`config.mk`:
```
export PLATFORM = sky130hd
export DESIGN_NAME = nrisc_multiciclo
export DESIGN_NICKNAME = d
export VERILOG_FILES = /design/src/rtl/nrisc_multiciclo.sv
export SDC_FILE = /design/constraint.sdc
export NUM_CORES = 1
export LEC_CHECK = 0
export CAP_MARGIN = 30
export CELL_PAD_IN_SITES_DETAIL_PLACEMENT = 0
export CELL_PAD_IN_SITES_GLOBAL_PLACEMENT = 1
export CORE_AREA = 2 2 121 123
export CTS_CLUSTER_SIZE = 10
export DETAILED_ROUTE_END_ITERATION = 6
export DIE_AREA = 0 0 123 125
export PLACE_DENSITY_LB_ADDON = 0.05
export SYNTH_ARGS = -nofsm -noshare
export SYNTH_HDL_FRONTEND = slang
export SYNTH_SLANG_ARGS = --single-unit
```
`constraint.sdc`:
```
create_clock -name clock -period 9 [get_ports clock]
set_clock_uncertainty 0.15 [all_clocks]
set_input_delay 1.8 -clock clock [delete_from_list [all_inputs] [get_ports clock]]
set_output_delay 1.8 -clock clock [all_outputs]
set_load 0.1 [all_outputs]
```
`src/rtl/nrisc_multiciclo.sv`:
```
// rtl/nrisc_multiciclo.sv - multi-cycle nRISC core with req/ack memory handshakes
//
// Multi-cycle nRISC core: 8-bit instructions, DATA_W-bit datapath, four registers
// R0..R3, FETCH/EXEC/MEM/HALT sequencing with unbounded memory wait states.
//
// Ports:
//   clock, reset              rising-edge clock, asynchronous active-high reset
//   imem_req/addr/ack/rdata   instruction fetch handshake (addr = PC)
//   dmem_req/we/addr/wdata    data access request, held stable until dmem_ack
//   dmem_ack/rdata            data access completion and load data
//   halted                    core has executed HALT
//   retired                   16-bit wrapping retired-instruction count
module nrisc_multiciclo #(
  parameter int DATA_W = 8,
  parameter int PC_W = 8,
  parameter logic [PC_W-1:0] RESET_PC = '0
) (
  input  logic              clock,
  input  logic              reset,
  output logic              imem_req,
  output logic [PC_W-1:0]   imem_addr,
  input  logic              imem_ack,
  input  logic [7:0]        imem_rdata,
  output logic              dmem_req,
  output logic              dmem_we,
  output logic [DATA_W-1:0] dmem_addr,
  output logic [DATA_W-1:0] dmem_wdata,
  input  logic              dmem_ack,
  input  logic [DATA_W-1:0] dmem_rdata,
  output logic              halted,
  output logic [15:0]       retired
);

  typedef enum logic [1:0] {FETCH, EXEC, MEM, HALT} state_t;

  state_t            state, nextState;
  logic [PC_W-1:0]   pc, pcNext;
  logic [7:0]        ir;
  logic [DATA_W-1:0] regs [4];
  logic [DATA_W-1:0] memAddr, memWdata;
  logic              memWe;

  logic              irWe, pcWe, regWe, memLatch, retireInc;
  logic [DATA_W-1:0] regWdata;

  // Instruction fields
  logic [2:0]        op, imm3;
  logic              f;
  logic [1:0]        ra, rb;
  logic [DATA_W-1:0] raVal, rbVal, immSext, offSext;

  assign op      = ir[7:5];
  assign f       = ir[4];
  assign ra      = ir[3:2];
  assign rb      = ir[1:0];
  assign imm3    = ir[4:2];
  assign raVal   = regs[ra];
  assign rbVal   = regs[rb];
  assign immSext = {{(DATA_W-3){imm3[2]}}, imm3};
  assign offSext = {{(DATA_W-2){ir[3]}}, ir[3:2]};

  // Gating with reset keeps the fetch request low until reset is released,
  // so the first request appears in the first cycle after deassertion.
  assign imem_req   = (state == FETCH) && !reset;
  assign imem_addr  = pc;
  assign dmem_req   = (state == MEM);
  assign dmem_we    = memWe;
  assign dmem_addr  = memAddr;
  assign dmem_wdata = memWdata;
  assign halted     = (state == HALT);

  always_ff @(posedge clock or posedge reset) begin
    if (reset) state <= FETCH;
    else       state <= nextState;
  end

  always_comb begin
    nextState = state;
    irWe      = 1'b0;
    pcWe      = 1'b0;
    pcNext    = pc;
    regWe     = 1'b0;
    regWdata  = '0;
    memLatch  = 1'b0;
    retireInc = 1'b0;
    case (state)
      FETCH: begin
        if (imem_ack) begin
          irWe      = 1'b1;
          nextState = EXEC;
        end
      end
      EXEC: begin
        pcWe      = 1'b1;
        pcNext    = pc + {{(PC_W-1){1'b0}}, 1'b1};
        retireInc = 1'b1;
        nextState = FETCH;
        case (op)
          3'b000: begin
            regWe    = 1'b1;
            regWdata = f ? (rbVal - raVal) : (rbVal + raVal);
          end
          3'b001: begin
            regWe    = 1'b1;
            regWdata = f ? (rbVal | raVal) : (rbVal & raVal);
          end
          3'b010: begin
            regWe    = 1'b1;
            regWdata = rbVal + immSext;
          end
          3'b011: begin
            regWe    = 1'b1;
            regWdata = immSext;
          end
          3'b100: begin
            // PC advance and retirement are deferred to the MEM acknowledge.
            memLatch  = 1'b1;
            pcWe      = 1'b0;
            retireInc = 1'b0;
            nextState = MEM;
          end
          3'b101: begin
            if (rbVal != '0)
              pcNext = pc + {{(PC_W-1){1'b0}}, 1'b1} + {{(PC_W-3){1'b0}}, imm3};
          end
          3'b110: pcNext = PC_W'(rbVal);
          default: begin
            if (!f) begin
              pcWe      = 1'b0;
              nextState = HALT;
            end
          end
        endcase
      end
      MEM: begin
        if (dmem_ack) begin
          pcWe      = 1'b1;
          pcNext    = pc + {{(PC_W-1){1'b0}}, 1'b1};
          retireInc = 1'b1;
          nextState = FETCH;
          if (!memWe) begin
            regWe    = 1'b1;
            regWdata = dmem_rdata;
          end
        end
      end
      default: ;
    endcase
  end

  always_ff @(posedge clock or posedge reset) begin
    if (reset) begin
      pc       <= RESET_PC;
      ir       <= '0;
      memAddr  <= '0;
      memWdata <= '0;
      memWe    <= 1'b0;
      retired  <= '0;
      for (int i = 0; i < 4; i++) regs[i] <= '0;
    end else begin
      if (irWe)      ir <= imem_rdata;
      if (pcWe)      pc <= pcNext;
      if (regWe)     regs[rb] <= regWdata;
      if (retireInc) retired <= retired + 16'd1;
      // Address is captured from R3 here, so a later LW into R3 cannot disturb it.
      if (memLatch) begin
        memAddr  <= regs[3] + offSext;
        memWdata <= rbVal;
        memWe    <= f;
      end
    end
  end

endmodule

```
==> flow_summary_export.csv <==
group,metric,value,unit
floorplan,die_h,125,µm
sta,worst_slew_pin_slew,975,ps
synthesis,synth_nets,632,
critical_path,cp_max_fo,2,
critical_path,rr_worst_depth,18,
sta,fmax,184,MHz
synthesis,netlist_top_cells_area,"dfrtp_1 38%, mux4_2 6.6%, ha_1 5.7%",
hold_path,hold_class,"flip-flop to flip-flop",
floorplan,start_util,38.6,%
synthesis,synth_top_area_cell,"dfrtp_1",
critical_path,critical_path_required,7050,ps
critical_path,path_class,"input pin to output port",
critical_path,endpoint,"imem_req",
critical_path,crit_path_start_kind,"input pin",
cts,clk_pin_slew,60,ps
critical_path,crit-reg2reg-capture,"regs[22]$_DFFE_PP0P_",
synthesis,yosys_most_used_dff,"dfrtp_1",
synthesis,synth_area,5490,µm²
sta,finalHoldViolCount,0,
synthesis,syn_inst,584,
cts,root_buffer,"clkbuf_16",
synthesis,synth_top_area_share,37.9,%
cts,numCtsBuffers,9,
synthesis,yosysUniqueCellTypes,60,
drt,vias_per_cell,5.44,
global_routing,antenna_found_initial,0,
global_routing,grt_pass1_vias,4595,
place,gp_congestion,0.831,
cts,htree_levels,3,
drt,drt_pre_antenna_iters,5,
synthesis,synth_async_sr_flop_share,100,%
place,dpl.hpwl,10600,µm
drt,wl_per_cell,18.0,µm
sta,period_needed,5450,ps
cts,cts_resized,0,
cts,cts_hold_buffers,0,
sta,relSlewSlack,34.8,%
synthesis,synth_seq_cells,83,
floorplan,rows,44,
critical_path,end_kind,"output port",
synthesis,syn_area_per_cell,9.39,µm²
synthesis,synth-seq-area-share,37.9,%
cells_and_area,drive_above_1_share,10.1,%
cells_and_area,areaGrowthSynthToFinish,20.2,%
sta,setup_tns,0,ps
synthesis,synth_warnings,0,
sta,fin_crit_sh,60.5,%
floorplan,core_area,14200,µm²
drt,drc,0,
drt,routed-via-count,4508,
cells_and_area,n_antenna_cell,0,
floorplan,ioPinCount,64,
global_routing,grt_max_degree,69,
sta,rsz0062_at_grt,"false",
drt,ant_nets,0,
global_routing,grt_use_total,20.6,%
place,io_buffers,63,
floorplan,fp.dieW,123,µm
drt,drt_iter0_drc,288,
global_routing,grt_pass1_wl,24300,µm
flow_run,timing.max_cap.violations,0,
sta,final_max_slew_viol_count,0,
global_routing,gr-total-overflow,0,
critical_path,reg2reg_slack,4190,ps
cts,clk_latency,340,ps
critical_path,arrival,3500,ps
floorplan,die_area,15400,µm²
synthesis,synth_edf_count,0,
hold_path,holdPathStages,2,
drt,wl,14900,µm
critical_path,r2r-start,"ir[2]$_DFFE_PP0P_",
cts,clock_path_buffers,2,
critical_path,setup.worst_path.start,"reset",
cells_and_area,fin_nets,687,
cts,cts_tree,"yes",
cts,post-cts-setup-buffers,0,
cts,cts_sinks,83,
run_status,outcome,"complete, no violations",
sta,setup_violations,0,
[layout make-up]
class / instances / area, µm²
clock buffer: 10 / 229
clock inverter: 6 / 71.3
fill: 1376 / 7610
inverter: 27 / 103
multi-input combinational: 449 / 3190
sequential: 83 / 2080
tap: 184 / 230
timing repair buffer: 69 / 696
[cells in the final DEF (no fill, tap or decap), types with 4 or more instances in the layout]
master           netlist  final
nand2_1               70     70
a22oi_1                9      9
mux4_2                16     16
nand4_1                6      6
a31oi_1                4      4
xor2_1                13     13
nor2b_1                9      9
nand3_1               14     14
inv_1                 27     26
and3_1                 6      6
dfrtp_1               83     83
nor3_1                 6      6
mux2_2                19     19
clkdlybuf4s50_1        0     63
nor2_1                49     49
ha_1                  25     25
o21ai_0               59     59
o21a_1                 5      5
xnor2_1               32     32
buf_4                  0      5
a21oi_1               39     39
clkbuf_16              0      9
and2_1                 4      4
maj3_1                 5      5
[critical path: stages]
cell and delay, ps:
clkdlybuf4s50_1 440, nor2b_1 120, clkdlybuf4s50_1 1140
[routing by layer]
layer | up-vias | global-route usage, % | routed length (µm)
li1 | 2191 | - | -
met1 | 2191 | 29.0 | 7110
met2 | 101 | 31.8 | 6830
met3 | 25 | 3.42 | 511
met4 | 0 | 7.42 | 412
met5 | - | 0 | 0
[sequential cells by signal (all words and copies together), names as in the netlist]
name        flops
imem_addr       8
dmem_addr       8
regs           32
retired        16
state           2
dmem_wdata      8
ir              8
dmem_we         1
[through the flow]
stage               std cells  area [µm²]  hold slack [ps]  utilization, %  worst slack, ps
floorplan                 584        5490              311               -             3910
global placement          811        6260              316            44.1             3550
detailed placement        811        6260              323            44.1             3560
CTS                       827        6570              339            46.2             3550
global route              828        6590              363            46.4             3500
finish                    828        6590              332            46.4             3550
[Yosys cell counts (3+ instances only)]
library cell	number
dfrtp_1	83
nand2_1	70
o21ai_0	59
nor2_1	49
a21oi_1	39
xnor2_1	32
inv_1	27
ha_1	25
mux2_2	19
mux4_2	16
clkbuf_1	15
nand3_1	14
xor2_1	13
a22oi_1	9
nor2b_1	9
and3_1	6
nand4_1	6
nor3_1	6
maj3_1	5
o21a_1	5
a31oi_1	4
and2_1	4
buf_2	4
a21o_1	3
a32oi_1	3
buf_1	3
buf_6	3
fa_1	3
nand2b_1	3
nor3b_1	3
o211ai_1	3
o21bai_1	3
o22a_1	3
[kinds of logic (layout without fill, tap and decap cells)]
logic type / Yosys count / after routing / share of synthesized area [%]
AO/OA/AOI/OAI: 152 / 152 / 16.6
AND/OR/NAND/NOR: 182 / 182 / 15.8
adder cells (fa/ha/maj): 33 / 33 / 7.71
XOR/XNOR: 45 / 45 / 7.18
buffers and inverters: 52 / 112 / 4.06
multiplexers: 37 / 37 / 10.8
flip-flops: 83 / 83 / 37.9
[worst min-delay path by stage]
stage / from / end / slack (ps)
3_5_place_dp: dmem_addr[4]$_DFFE_PP0P_ / dmem_addr[4]$_DFFE_PP0P_ / 320
6_report: dmem_addr[4]$_DFFE_PP0P_ / dmem_addr[4]$_DFFE_PP0P_ / 330
3_3_place_gp: dmem_wdata[1]$_DFFE_PP0P_ / dmem_wdata[1]$_DFFE_PP0P_ / 320
2_1_floorplan: regs[10]$_DFFE_PP0P_ / regs[10]$_DFFE_PP0P_ / 310
5_1_grt: retired[15]$_DFFE_PP0P_ / retired[15]$_DFFE_PP0P_ / 360
4_1_cts: dmem_addr[1]$_DFFE_PP0P_ / dmem_addr[1]$_DFFE_PP0P_ / 340
Power is not shown: default switching activity piles up to over one toggle a cycle in this logic, so the estimate is an artifact.
==> variant: new RTL, config.mk and constraints unchanged <==
Set the parameter `PC_W` to 6 (it was 8).
--- a/src/rtl/nrisc_multiciclo.sv
+++ b/src/rtl/nrisc_multiciclo.sv
@@ -12,7 +12,7 @@
 //   retired                   16-bit wrapping retired-instruction count
 module nrisc_multiciclo #(
   parameter int DATA_W = 8,
-  parameter int PC_W = 8,
+  parameter int PC_W = 6,
   parameter logic [PC_W-1:0] RESET_PC = '0
 ) (
   input  logic              clock,
Interface: changed (resized imem_addr); port bits go from 64 to 62. No check against the original RTL was run, so the function may have changed too.
==> variant against the original RTL <==
Sequential cell count fell by 2. Design area shrank 3.3%. Worst setup slack better by 0.0055 ns. Non-clock buffer count shrank 4. Count of clock-buffer cells in the layout increased by 2. Wire length down 2.6%. Area after synthesis fell by 3.9%. Global-route usage shrank 0.64 points. Critical path depth stayed put. Die area did not move. Core utilization shrank 1.5 points. First-iteration DRC count rose by 14%. Critical path type unchanged. Critical endpoint unchanged. Highest routed layer unchanged.
Power is not shown: default switching activity piles up to over one toggle a cycle in this logic, so the estimate is an artifact.
==> variant: results (changes against the original RTL) <==
| Metric | Value |
|---|---|
| Status | `completed` |
| Via-per-instance ratio | `5.427 (-0.32%)` |
| Slowest CP cell | `clkdlybuf4s50_1` |
| Hold path depth | `1 (-1)` |
| Wl on met1 | `7074 um (-0.56%)` |
| Met2 WL | `6673 um (-2.2%)` |
| Final-layout clock buffer total | `12 (+2)` |
| YS warnings | `0 (unchanged)` |
| PortBufs | `61 (-3.2%)` |
| CTS resizes | `0 (unchanged)` |
| Buffers, non-clock | `65 (-5.8%)` |
| DR pass1 iterations | `4 (-1)` |
| Clk sinks | `81 (-2.4%)` |
| Met2 GRT Util | `30.45% (-1.3 points)` |
| M1 GR Usage | `28.55% (-0.49 points)` |
| DP HPWL | `10530 um (-0.71%)` |
| Cells after DPL | `771 (-4.9%)` |
| N_diodes | `0 (unchanged)` |
| GR Util met3 | `3.969% (+0.55 points)` |
| Layout clock area frac | `4.926% (+0.37 points)` |
| Multi-input logic area | `3044 um^2 (-4.5%)` |
| Placed Instance Area | `6061 um^2 (-3.3%)` |
| CTS clk-pin slew, worst paths | `0.06 ns (about the same)` |
| R2r worst-path depth | `16 (-2)` |
| Signal buf overhead | `10.36% (-0.19 points)` |
| Final nets | `646 (-6.0%)` |
| Biggest regs | `regs: 32 flops, retired: 16 flops` |
| Global-route wire length before repair | `23400 um (-3.9%)` |
| Sequential fraction of the synthesis area | `38.43% (+0.57 points)` |
| Arrival @ worst endpoint | `3.49 ns (about the same)` |
| Routed WL | `14470 um (-2.6%)` |
| Worst Max-Slew Pin Slew | `0.9903 ns (+0.01560 ns)` |
| Top cells by area, synth | `dfrtp_1 (38%), ha_1 (5.9%), mux4_2 (5.1%)` |
| Fill count | `1420 (+3.2%)` |
| Most frequent cells after synthesis | `dfrtp_1 (81), nand2_1 (63), o21ai_0 (50), nor2_1 (45), a21oi_1 (40)` |
| GPL Wtd Cong | `0.8390 (+1.0%)` |
| Count of different cell masters after synthesis | `62 (+3.3%)` |
| WHS Endpoint | `retired[15]$_DFFE_PP0P_` |
| Seq area share | `31.80% (+0.29 points)` |
| Largest net degree at the start of global routing | `64 (-7.2%)` |
| Invs w/o clock | `26 (-3.7%)` |
| Total Routing Usage GR | `19.91% (-0.64 points)` |
| Hold Slack | `0.3222 ns (-0.01015 ns)` |
| DR vias | `4271 (-5.3%)` |
| Met3 WL | `483 um (-5.5%)` |
| FF-to-FF End | `regs[15]$_DFFE_PP0P_` |
| Syn Nets | `592 (-6.3%)` |
| CTS H-tree depth | `3 (unchanged)` |
| Hold Crit Start | `retired[15]$_DFFE_PP0P_` |
| Post-Syn Instances | `544 (-6.8%)` |
| Multi-input gates | `415 (-7.6%)` |
| Synth-to-layout area growth | `20.85%` |
| Share of cells above drive strength 1 | `9.121% (-0.97 points)` |
-- variant: cell types whose count changed after synthesis, moves of 4 or more --
cell | before | now
a211oi_1 | 1 | 5
a22oi_1 | 9 | 4
and3_1 | 6 | 2
mux4_1 | 0 | 4
mux4_2 | 16 | 12
nand2_1 | 70 | 63
nand3_1 | 14 | 9
nor2_1 | 49 | 45
o21a_1 | 5 | 0
o21ai_0 | 59 | 50
-- variant: how the worst max path moves through the flow --
stage | startpoint | endpoint | slack, ns
finish | reset | imem_req | 3.56
global route | ir[2]$_DFFE_PP0P_ | regs[15]$_DFFE_PP0P_ | 3.16
CTS | reset | imem_req | 3.55
detailed placement | reset | imem_req | 3.55
global placement | reset | imem_req | 3.55
floorplan | reset | imem_req | 3.91
-- variant: cell families after synthesis --
kind of cell	after synthesis	share of synthesized area, %
multiplexers	41	12.36
XOR/XNOR	42	7.234
buffers and inverters	48	3.866
flip-flops	81	38.42
AO/OA/AOI/OAI	145	17.10
AND/OR/NAND/NOR	154	13.00
adder cells (fa/ha/maj)	33	8.017
